===== config.mk =====
export PLATFORM = sky130hd
export DESIGN_NAME = grant_decoder_2x4_flat
export DESIGN_NICKNAME = d
export VERILOG_FILES = /design/src/rtl/grant_decoder_2x4_pkg.sv /design/src/rtl/grant_decoder_2x4_if.sv /design/src/rtl/grant_decoder_2x4_dec.sv /design/src/rtl/grant_decoder_2x4.sv /design/src/flat_wrapper.sv
export SDC_FILE = /design/constraint.sdc
export NUM_CORES = 1
export LEC_CHECK = 0
export ABC_CLOCK_PERIOD_IN_PS = 2500
export CORE_AREA = 8 8 45 47
export CTS_CLUSTER_DIAMETER = 50
export DETAILED_ROUTE_END_ITERATION = 10
export DIE_AREA = 0 0 53 55
export SLEW_MARGIN = 5
export SYNTH_ARGS = -nofsm -noshare
export SYNTH_HDL_FRONTEND = slang
export SYNTH_HIERARCHICAL = 1
export SYNTH_SLANG_ARGS = --single-unit

===== constraint.sdc =====
create_clock -name clk -period 2.5 [get_ports clk]
set_input_delay 0.25 -clock clk [delete_from_list [all_inputs] [get_ports clk]]
set_output_delay 0.25 -clock clk [all_outputs]
set_load 0.01 [all_outputs]

===== src/rtl/grant_decoder_2x4_pkg.sv =====
// Shared definitions for the registered 2-to-4 grant decoder:
// state encoding, default maximum hold length, and a counter-width helper.
package grant_decoder_2x4_pkg;

  typedef enum logic [1:0] {
    ST_IDLE    = 2'd0,
    ST_GRANT   = 2'd1,
    ST_RELEASE = 2'd2
  } state_t;

  localparam int HOLD_MAX_DEFAULT = 15;

  // Width of a counter that must reach n-1; never narrower than one bit.
  function automatic int cnt_width(input int n);
    return (n > 2) ? $clog2(n) : 1;
  endfunction

endpackage


===== src/rtl/grant_decoder_2x4_if.sv =====
// Arbitration-loop bus between the requesters/priority encoder (master)
// and the grant decoder (slave).
interface grant_decoder_2x4_if;
  logic [1:0] Y;     // encoded requester index
  logic       z;     // index valid
  logic [3:0] done;  // per-requester release
  logic [3:0] D;     // one-hot grant
  logic       busy;  // grant or guard cycle in progress
  logic       err;   // forced-release pulse

  modport master (output Y, z, done, input D, busy, err);
  modport slave  (input Y, z, done, output D, busy, err);
endinterface


===== src/rtl/grant_decoder_2x4_dec.sv =====
// Purely combinational 2-to-4 decoder: index plus enable to one-hot.
module decoder_2x4 (
  input  logic [1:0] idx_i,
  input  logic       en_i,
  output logic [3:0] onehot_o
);

  genvar gi;
  generate
    for (gi = 0; gi < 4; gi++) begin : g_bit
      assign onehot_o[gi] = en_i && (idx_i == 2'(gi));
    end
  endgenerate

endmodule


===== src/rtl/grant_decoder_2x4.sv =====
// Registered 2-to-4 grant decoder closing a 4-requester arbitration loop.
// Grants the index presented in IDLE, holds it until done[idx], then spends
// one guard cycle in RELEASE before accepting the next request.
// Optional feature macro: GRANT_TIMEOUT_EN (forced release after HOLD_MAX
// grant cycles, flagged by a one-cycle err pulse).
module grant_decoder_2x4
  import grant_decoder_2x4_pkg::*;
#(
  parameter int HOLD_MAX = HOLD_MAX_DEFAULT
) (
  input logic               clk,
  input logic               rst,
  grant_decoder_2x4_if.slave bus
);

  state_t     state_q, state_d;
  logic [1:0] idx_q, idx_d;
  logic [3:0] d_q;
  logic [3:0] dec_onehot;
  logic       busy_q;
  logic       err_q, err_d;

`ifdef GRANT_TIMEOUT_EN
  localparam int CW = cnt_width(HOLD_MAX);
  logic [CW-1:0] hold_q, hold_d;
  logic          timeout;

  // Last permitted grant cycle reached without a release.
  assign timeout = (hold_q == CW'(HOLD_MAX - 1));
`else
  logic unused_hold_max;
  assign unused_hold_max = (HOLD_MAX > 0);
`endif

  // Next-state logic: latch the index on request, release on done or timeout.
  always_comb begin
    state_d = state_q;
    idx_d   = idx_q;
    err_d   = 1'b0;
`ifdef GRANT_TIMEOUT_EN
    hold_d  = hold_q;
`endif
    case (state_q)
      ST_IDLE: begin
        // Y is only looked at when z is high, so an undriven Y never leaks in.
        if (bus.z) begin
          state_d = ST_GRANT;
          idx_d   = bus.Y;
`ifdef GRANT_TIMEOUT_EN
          hold_d  = '0;
`endif
        end
      end
      ST_GRANT: begin
`ifdef GRANT_TIMEOUT_EN
        hold_d = hold_q + CW'(1);
`endif
        // done takes precedence over a coincident timeout.
        if (bus.done[idx_q]) begin
          state_d = ST_RELEASE;
        end
`ifdef GRANT_TIMEOUT_EN
        else if (timeout) begin
          state_d = ST_RELEASE;
          err_d   = 1'b1;
        end
`endif
      end
      ST_RELEASE: state_d = ST_IDLE;
      default:    state_d = ST_IDLE;
    endcase
  end

  // One-hot grant derived from the next state so D is a plain register.
  decoder_2x4 u_dec (
    .idx_i    (idx_d),
    .en_i     (state_d == ST_GRANT),
    .onehot_o (dec_onehot)
  );

  // State, index and registered outputs.
  always_ff @(posedge clk) begin
    if (rst) begin
      state_q <= ST_IDLE;
      idx_q   <= 2'd0;
      d_q     <= 4'd0;
      busy_q  <= 1'b0;
      err_q   <= 1'b0;
    end else begin
      state_q <= state_d;
      idx_q   <= idx_d;
      d_q     <= dec_onehot;
      busy_q  <= (state_d == ST_GRANT) || (state_d == ST_RELEASE);
      err_q   <= err_d;
    end
  end

`ifdef GRANT_TIMEOUT_EN
  // Hold counter: cleared on entry to GRANT, counts grant cycles.
  always_ff @(posedge clk) begin
    if (rst) begin
      hold_q <= '0;
    end else begin
      hold_q <= hold_d;
    end
  end
`endif

  assign bus.D    = d_q;
  assign bus.busy = busy_q;
`ifdef GRANT_TIMEOUT_EN
  assign bus.err  = err_q;
`else
  assign bus.err  = 1'b0;
`endif

endmodule


===== src/flat_wrapper.sv =====
// flat-port wrapper written by rule: the top's interface ports become plain ports
module grant_decoder_2x4_flat import grant_decoder_2x4_pkg::*;
#(
  parameter int HOLD_MAX = HOLD_MAX_DEFAULT
)
  (clk, rst, bus_Y, bus_z, bus_done, bus_D, bus_busy, bus_err);
  grant_decoder_2x4_if bus_i ();
  input logic clk;
  input logic rst;
  input wire logic [$bits(bus_i.Y)-1:0] bus_Y;
  input wire logic [$bits(bus_i.z)-1:0] bus_z;
  input wire logic [$bits(bus_i.done)-1:0] bus_done;
  output wire logic [$bits(bus_i.D)-1:0] bus_D;
  output wire logic [$bits(bus_i.busy)-1:0] bus_busy;
  output wire logic [$bits(bus_i.err)-1:0] bus_err;
  assign bus_i.Y = bus_Y;
  assign bus_i.z = bus_z;
  assign bus_i.done = bus_done;
  assign bus_D = bus_i.D;
  assign bus_busy = bus_i.busy;
  assign bus_err = bus_i.err;
  grant_decoder_2x4 #(.HOLD_MAX(HOLD_MAX)) u_core (.clk(clk), .rst(rst), .bus(bus_i));
endmodule

# Yosys cells after proc, flatten, opt, wreduce, memory -nomap -nowiden
# Cells that the tools add are included.
[word_totals]
regBits = 9
latchBits = 0
mem_bits_rw = 0
rom_bits = 0
inputBits = 9
output_inout_bits = 6
wordCells = 25
mem_count = 0
[op_classes]
n_addsub = 0
multipliers = 0
div_mod_pow = 0
magnitude_cmp = 1
n_eq_ne = 6
shifts = 0
mux = 7
bitwise_logic = 0
n_reduce_logical = 7
[ops]
columns = ["operator", "n"]
rows = [
  ["$mux 2", 4],
  ["$eq 2x1->1 const B", 3],
  ["$eq 2x2->1 const B", 3],
  ["$logic_and 1x1->1", 4],
  ["$logic_not 2->1", 2],
  ["$pmux 2 s2", 1],
  ["$lt 2x3->1 const B", 1],
  ["$bmux 1 s2", 1],
  ["$logic_or 1x1->1", 1],
  ["$mux 1", 1],
]

# Longest topological paths before layout
[logic_depth]
depth_word = 6
ltp_mapped = 6
mapped_depth_nobuf = 6

# By module
# The synthesis kept the hierarchy.
[by_module_without_submodules]
columns = ["mod", "n_inst", "cells_per_inst", "area_per_inst_um2", "seq_area_each_um2"]
rows = [
  ["grant_decoder_2x4", 1, 29, 355.3, 180.2],
  ["decoder_2x4", 1, 4, 37.5, 0.0],
]

# Least setup slack after synthesis
# OpenSTA, ideal clock, no wires.
[synth_timing]
path_type = "flip-flop to flip-flop"
from = "register u_core.idx_q[0]"
to = "register u_core.d_q[3] (netlist: u_core/bus.D[3])"
setup_time_ps = 65
t_arrival_ps = 1608
t_required_ps = 2435
path_slack_ps = 827
stages_incl_launch_ff = 7
n_path_buf = 0
synth_period_minus_slack_ps = 1673
path_cell_list = "dfxtp_1 mux4_2 and2_4 nor3_1 ha_1 and3_2 nor2b_1"
[synth_via]
elab_chain_cells = 6
word_cells_on_any_way = 9
cone_classes = "2 x eq/ne; 6 x mux; 1 x reduce/logical"
[synth_rtl]
columns = ["item", "line_no", "rtl"]
rows = [
  ["from (decl)", "grant_decoder_2x4.sv:17", "logic [1:0] idx_q, idx_d;"],
  ["from (signal assigned)", "grant_decoder_2x4.sv:91", "idx_q <= idx_d;"],
  ["$bmux 1 s2", "grant_decoder_2x4.sv:59", "if (bus.done[idx_q]) begin"],
  ["$mux 1 (implied by the code)", "grant_decoder_2x4.sv:59", ""],
  ["$mux 2", "grant_decoder_2x4.sv:59", ""],
  ["$pmux 2 s2", "grant_decoder_2x4.sv:43", "case (state_q)"],
  ["net u_core.state_d[0]", "grant_decoder_2x4.sv:16", "state_t state_q, state_d;"],
  ["$eq 2x1->1", "grant_decoder_2x4.sv:77", ".en_i (state_d == ST_GRANT),"],
  ["$logic_and 1x1->1", "grant_decoder_2x4_dec.sv:11", "assign onehot_o[gi] = en_i && (idx_i == 2'(gi));"],
  ["net u_core.dec_onehot[3]", "grant_decoder_2x4.sv:19", "logic [3:0] dec_onehot;"],
  ["to (signal assigned)", "grant_decoder_2x4.sv:92", "d_q <= dec_onehot;"],
  ["to (decl)", "grant_decoder_2x4.sv:18", "logic [3:0] d_q;"],
]
# The timed path passes the listed nets, and every way through them passes these cells. The select of a mux whose other input is x is not followed.
# A chain may end at the register's enable or synchronous reset.

# Worst setup path after layout
[layout_timing]
from = "input port bus_done[3]"
to = "register u_core.d_q[3] (netlist: u_core/bus.D[3])"
[layout_via]
elab_chain_cells = 6
[layout_rtl]
columns = ["item", "line_no", "rtl"]
rows = [
  ["from (decl)", "flat_wrapper.sv:12", "input wire logic [$bits(bus_i.done)-1:0] bus_done;"],
  ["$bmux 1 s2", "grant_decoder_2x4.sv:59", ""],
  ["$mux 1 (implied by the code)", "grant_decoder_2x4.sv:59", ""],
  ["$mux 2", "grant_decoder_2x4.sv:59", ""],
  ["$pmux 2 s2", "grant_decoder_2x4.sv:43", ""],
  ["net u_core.state_d[0]", "grant_decoder_2x4.sv:16", ""],
  ["$eq 2x1->1", "grant_decoder_2x4.sv:77", ""],
  ["$logic_and 1x1->1", "grant_decoder_2x4_dec.sv:11", ""],
  ["net u_core.dec_onehot[3]", "grant_decoder_2x4.sv:19", ""],
]
# The timed path passes the listed nets, and every way through them passes these cells. The select of a mux whose other input is x is not followed.

==> impl_metrics.py <==
metrics = {
    "drt": {
        "wl_per_cell_um": 11.4,
        "drt_pass1_iterations": 3,
        "drt_iter0_drc": 1,
        "dr_total_vias": 281,
        "drtAntennaViolNets": 0,
        "via_per_inst": 4.32,
        "wirelength_um": 742,
        "drc": 0,
    },
    "outcome": {
        "status": "finished, final reports clean",
    },
    "worst_setup_path": {
        "startpoint_type": "input pin",
        "crit_required_ns": 2.68,
        "worstRegToRegCells": 6,
        "cp-startpoint": "bus_done[3]",
        "worst_setup_path_end_kind": "register",
        "arrival_ns": 1.98,
        "crit_end": "u_core/bus.D[3]",
        "worst-r2r-setup-slack_ns": 0.71,
        "critPathKind": "input pin to register",
        "worstReg2RegStart": "u_core/idx_q[0]",
        "crit_fanout": 4,
        "r2r-end": "u_core/bus.D[3]",
    },
    "layout": {
        "stdcell_count": 65,
        "finalNetCount": 60,
        "seq_area_um2": 180,
        "syn_to_final_growth_pct": 43.0,
        "drive_gt1_frac": 0.224,
        "nFillCells": 147,
        "final_cell_mix": "clkdlybuf4s50_1 (13), dfxtp_1 (9), nor2b_1 (6)",
        "antennaDiodeCount": 0,
        "multi_input_area_um2": 205,
        "layout_commonest_cell": "clkdlybuf4s50_1",
    },
    "synthesis": {
        "synth_area_leaders": "dfxtp_1 (46%), nor2b_1 (9.6%), nor3b_2 (6.4%)",
        "synth_area_um2": 393,
        "yosys_warnings": 6,
        "synth_top_area_share": 0.459,
        "synth.ff_latch_count": 9,
        "synth.largest_area_cell": "dfxtp_1",
        "ys_seq_area_frac": 0.459,
        "synth.distinct_cells": 16,
        "synth_nets": 43,
        "synth_area_per_cell_um2": 11.9,
        "synthCells": 33,
    },
    "clock_network": {
        "path_clk_slew_ns": 0.06,
        "cts_tree": "built",
        "cts_root_buffer": "clkbuf_4",
        "clock_path_buffers": 2,
        "cts-hold-fix-buffers": 0,
        "cts-resized-gates": 0,
        "clk_latency_ns": 0.25,
        "h-tree-depth": 1,
        "post_cts.repair.setup_buffers": 0,
        "clkSinkCount": 9,
        "cts_made_buffers": 3,
    },
    "place": {
        "dpl.cell_count": 61,
        "gp_congestion": 0.692,
        "io_buffers": 13,
    },
    "sta": {
        "rsz0062_at_grt": "false",
        "setup_viol": 0,
        "holdWs_ns": 0.552,
        "fin_skew_ns": 0.00276,
        "tns_ns": 0,
        "period_needed_ns": 1.80,
        "max_clock_freq_ghz": 0.556,
        "hold_viol": 0,
        "drv_slew": 0,
        "finalCritPeriodShare": 0.719,
    },
    "power": {
        "leakage_nw": 0.221,
        "pwr_density_cell_mw_per_mm2": 602,
        "pwr-share-comb": 0.210,
        "switching_share": 0.231,
        "p_int_w": 0.000260,
        "clkPwrFrac": 0.318,
        "switchingPower_w": 0.0000783,
        "vdd_ir_drop_max_mv": 0.194,
        "p_seq_frac": 0.471,
    },
    "floorplanning": {
        "die_x_um": 53,
        "initial_utilization": 0.284,
        "die_h_um": 55,
        "die-area_mm2": 0.00292,
        "core_area_mm2": 0.00138,
        "io_pins": 15,
        "rows": 14,
    },
    "worst_hold_path": {
        "hp-class": "register to register",
    },
    "run": {
        "maxCapViolCount": 0,
    },
    "global_routing": {
        "antenna_found_initial": 0,
        "grt.overflow.total": 0,
        "first_global_vias": 309,
        "grt_use_total": 0.0620,
        "grt_max_degree": 10,
        "grt_pass1_wl_mm": 1.32,
    },
}
==> synthesized netlist by cell type, drive strengths merged <==
cell type  instances
dfxtp              9
nor2b              6
nor3b              3
and3b              2
mux2               2
nor2               2
and2               1
and3               1
buf                1
conb               1
ha                 1
mux4               1
nand2b             1
nor3               1
nor4               1
==> area by class of cell <==
cell class / count / share of cell area
multi-input combinational: 23 / 0.365
sequential: 9 / 0.321
timing repair buffer: 13 / 0.232
clock buffer: 4 / 0.0468
tap: 16 / 0.0356
==> power groups by stage <==
stage / registers [W] / logic (W) / clock network [W]
floorplan: 0.000165 / 0.0000382 / 0
global placement: 0.000163 / 0.0000714 / 0
detailed placement: 0.000163 / 0.0000720 / 0
CTS: 0.000160 / 0.0000722 / 0.000116
global route: 0.000161 / 0.0000770 / 0.000128
finish: 0.000160 / 0.0000712 / 0.000108
==> stage by stage <==
step	setup slack [ns]	utilization	area [µm²]	power, W
5_1_grt	0.579	0.406	562	0.000366
4_1_cts	0.694	0.406	562	0.000348
2_1_floorplan	0.827	-	393	0.000203
6_report	0.702	0.406	562	0.000338
3_3_place_gp	0.433	0.387	536	0.000234
3_5_place_dp	0.433	0.387	536	0.000235
==> cells by family (layout without fill, tap and decap cells) <==
group	count (synthesis)	count (layout)	synth area share
simple gates	18	18	0.366
mux	3	3	0.115
fa+ha+maj	1	1	0.0318
buf+inv	1	17	0.0191
other cells	1	1	0.00954
flops	9	9	0.459
==> worst min-delay path by stage <==
stage	end	slack, ns	start	depth (start not counted)
2_1_floorplan	u_core/bus.busy	0.32	rst	1
3_3_place_gp	u_core/state_q[0]	0.54	u_core/state_q[1]	1
3_5_place_dp	u_core/state_q[0]	0.54	u_core/state_q[1]	1
4_1_cts	u_core/state_q[0]	0.56	u_core/state_q[1]	1
5_1_grt	u_core/state_q[0]	0.58	u_core/state_q[1]	1
6_report	u_core/state_q[0]	0.55	u_core/state_q[1]	1
==> critical path, stage by stage <==
cell and delay (ns):
clkdlybuf4s50_1 0.39, mux4_2 0.45, and2_4 0.19, nor3_1 0.18, ha_1 0.22, and3_2 0.18, nor2b_1 0.11
==> layer usage <==
| layer | share of wire | wire length (µm) | global-route usage |
|---|---|---|---|
| met5 | 0 | 0 | 0 |
| met2 | 0.56 | 414 | 0.105 |
| met3 | 0.046 | 34 | 0.0134 |
| met4 | 0 | 0 | 0.0647 |
| met1 | 0.39 | 293 | 0.0598 |
==> sequential cells by signal, summed over array words and instances (netlist names) <==
register / cells
u_core/idx_q: 2
u_core/state_q: 2
u_core/bus.busy: 1
u_core/bus.D: 4
Power figures use the tool's default switching activity.
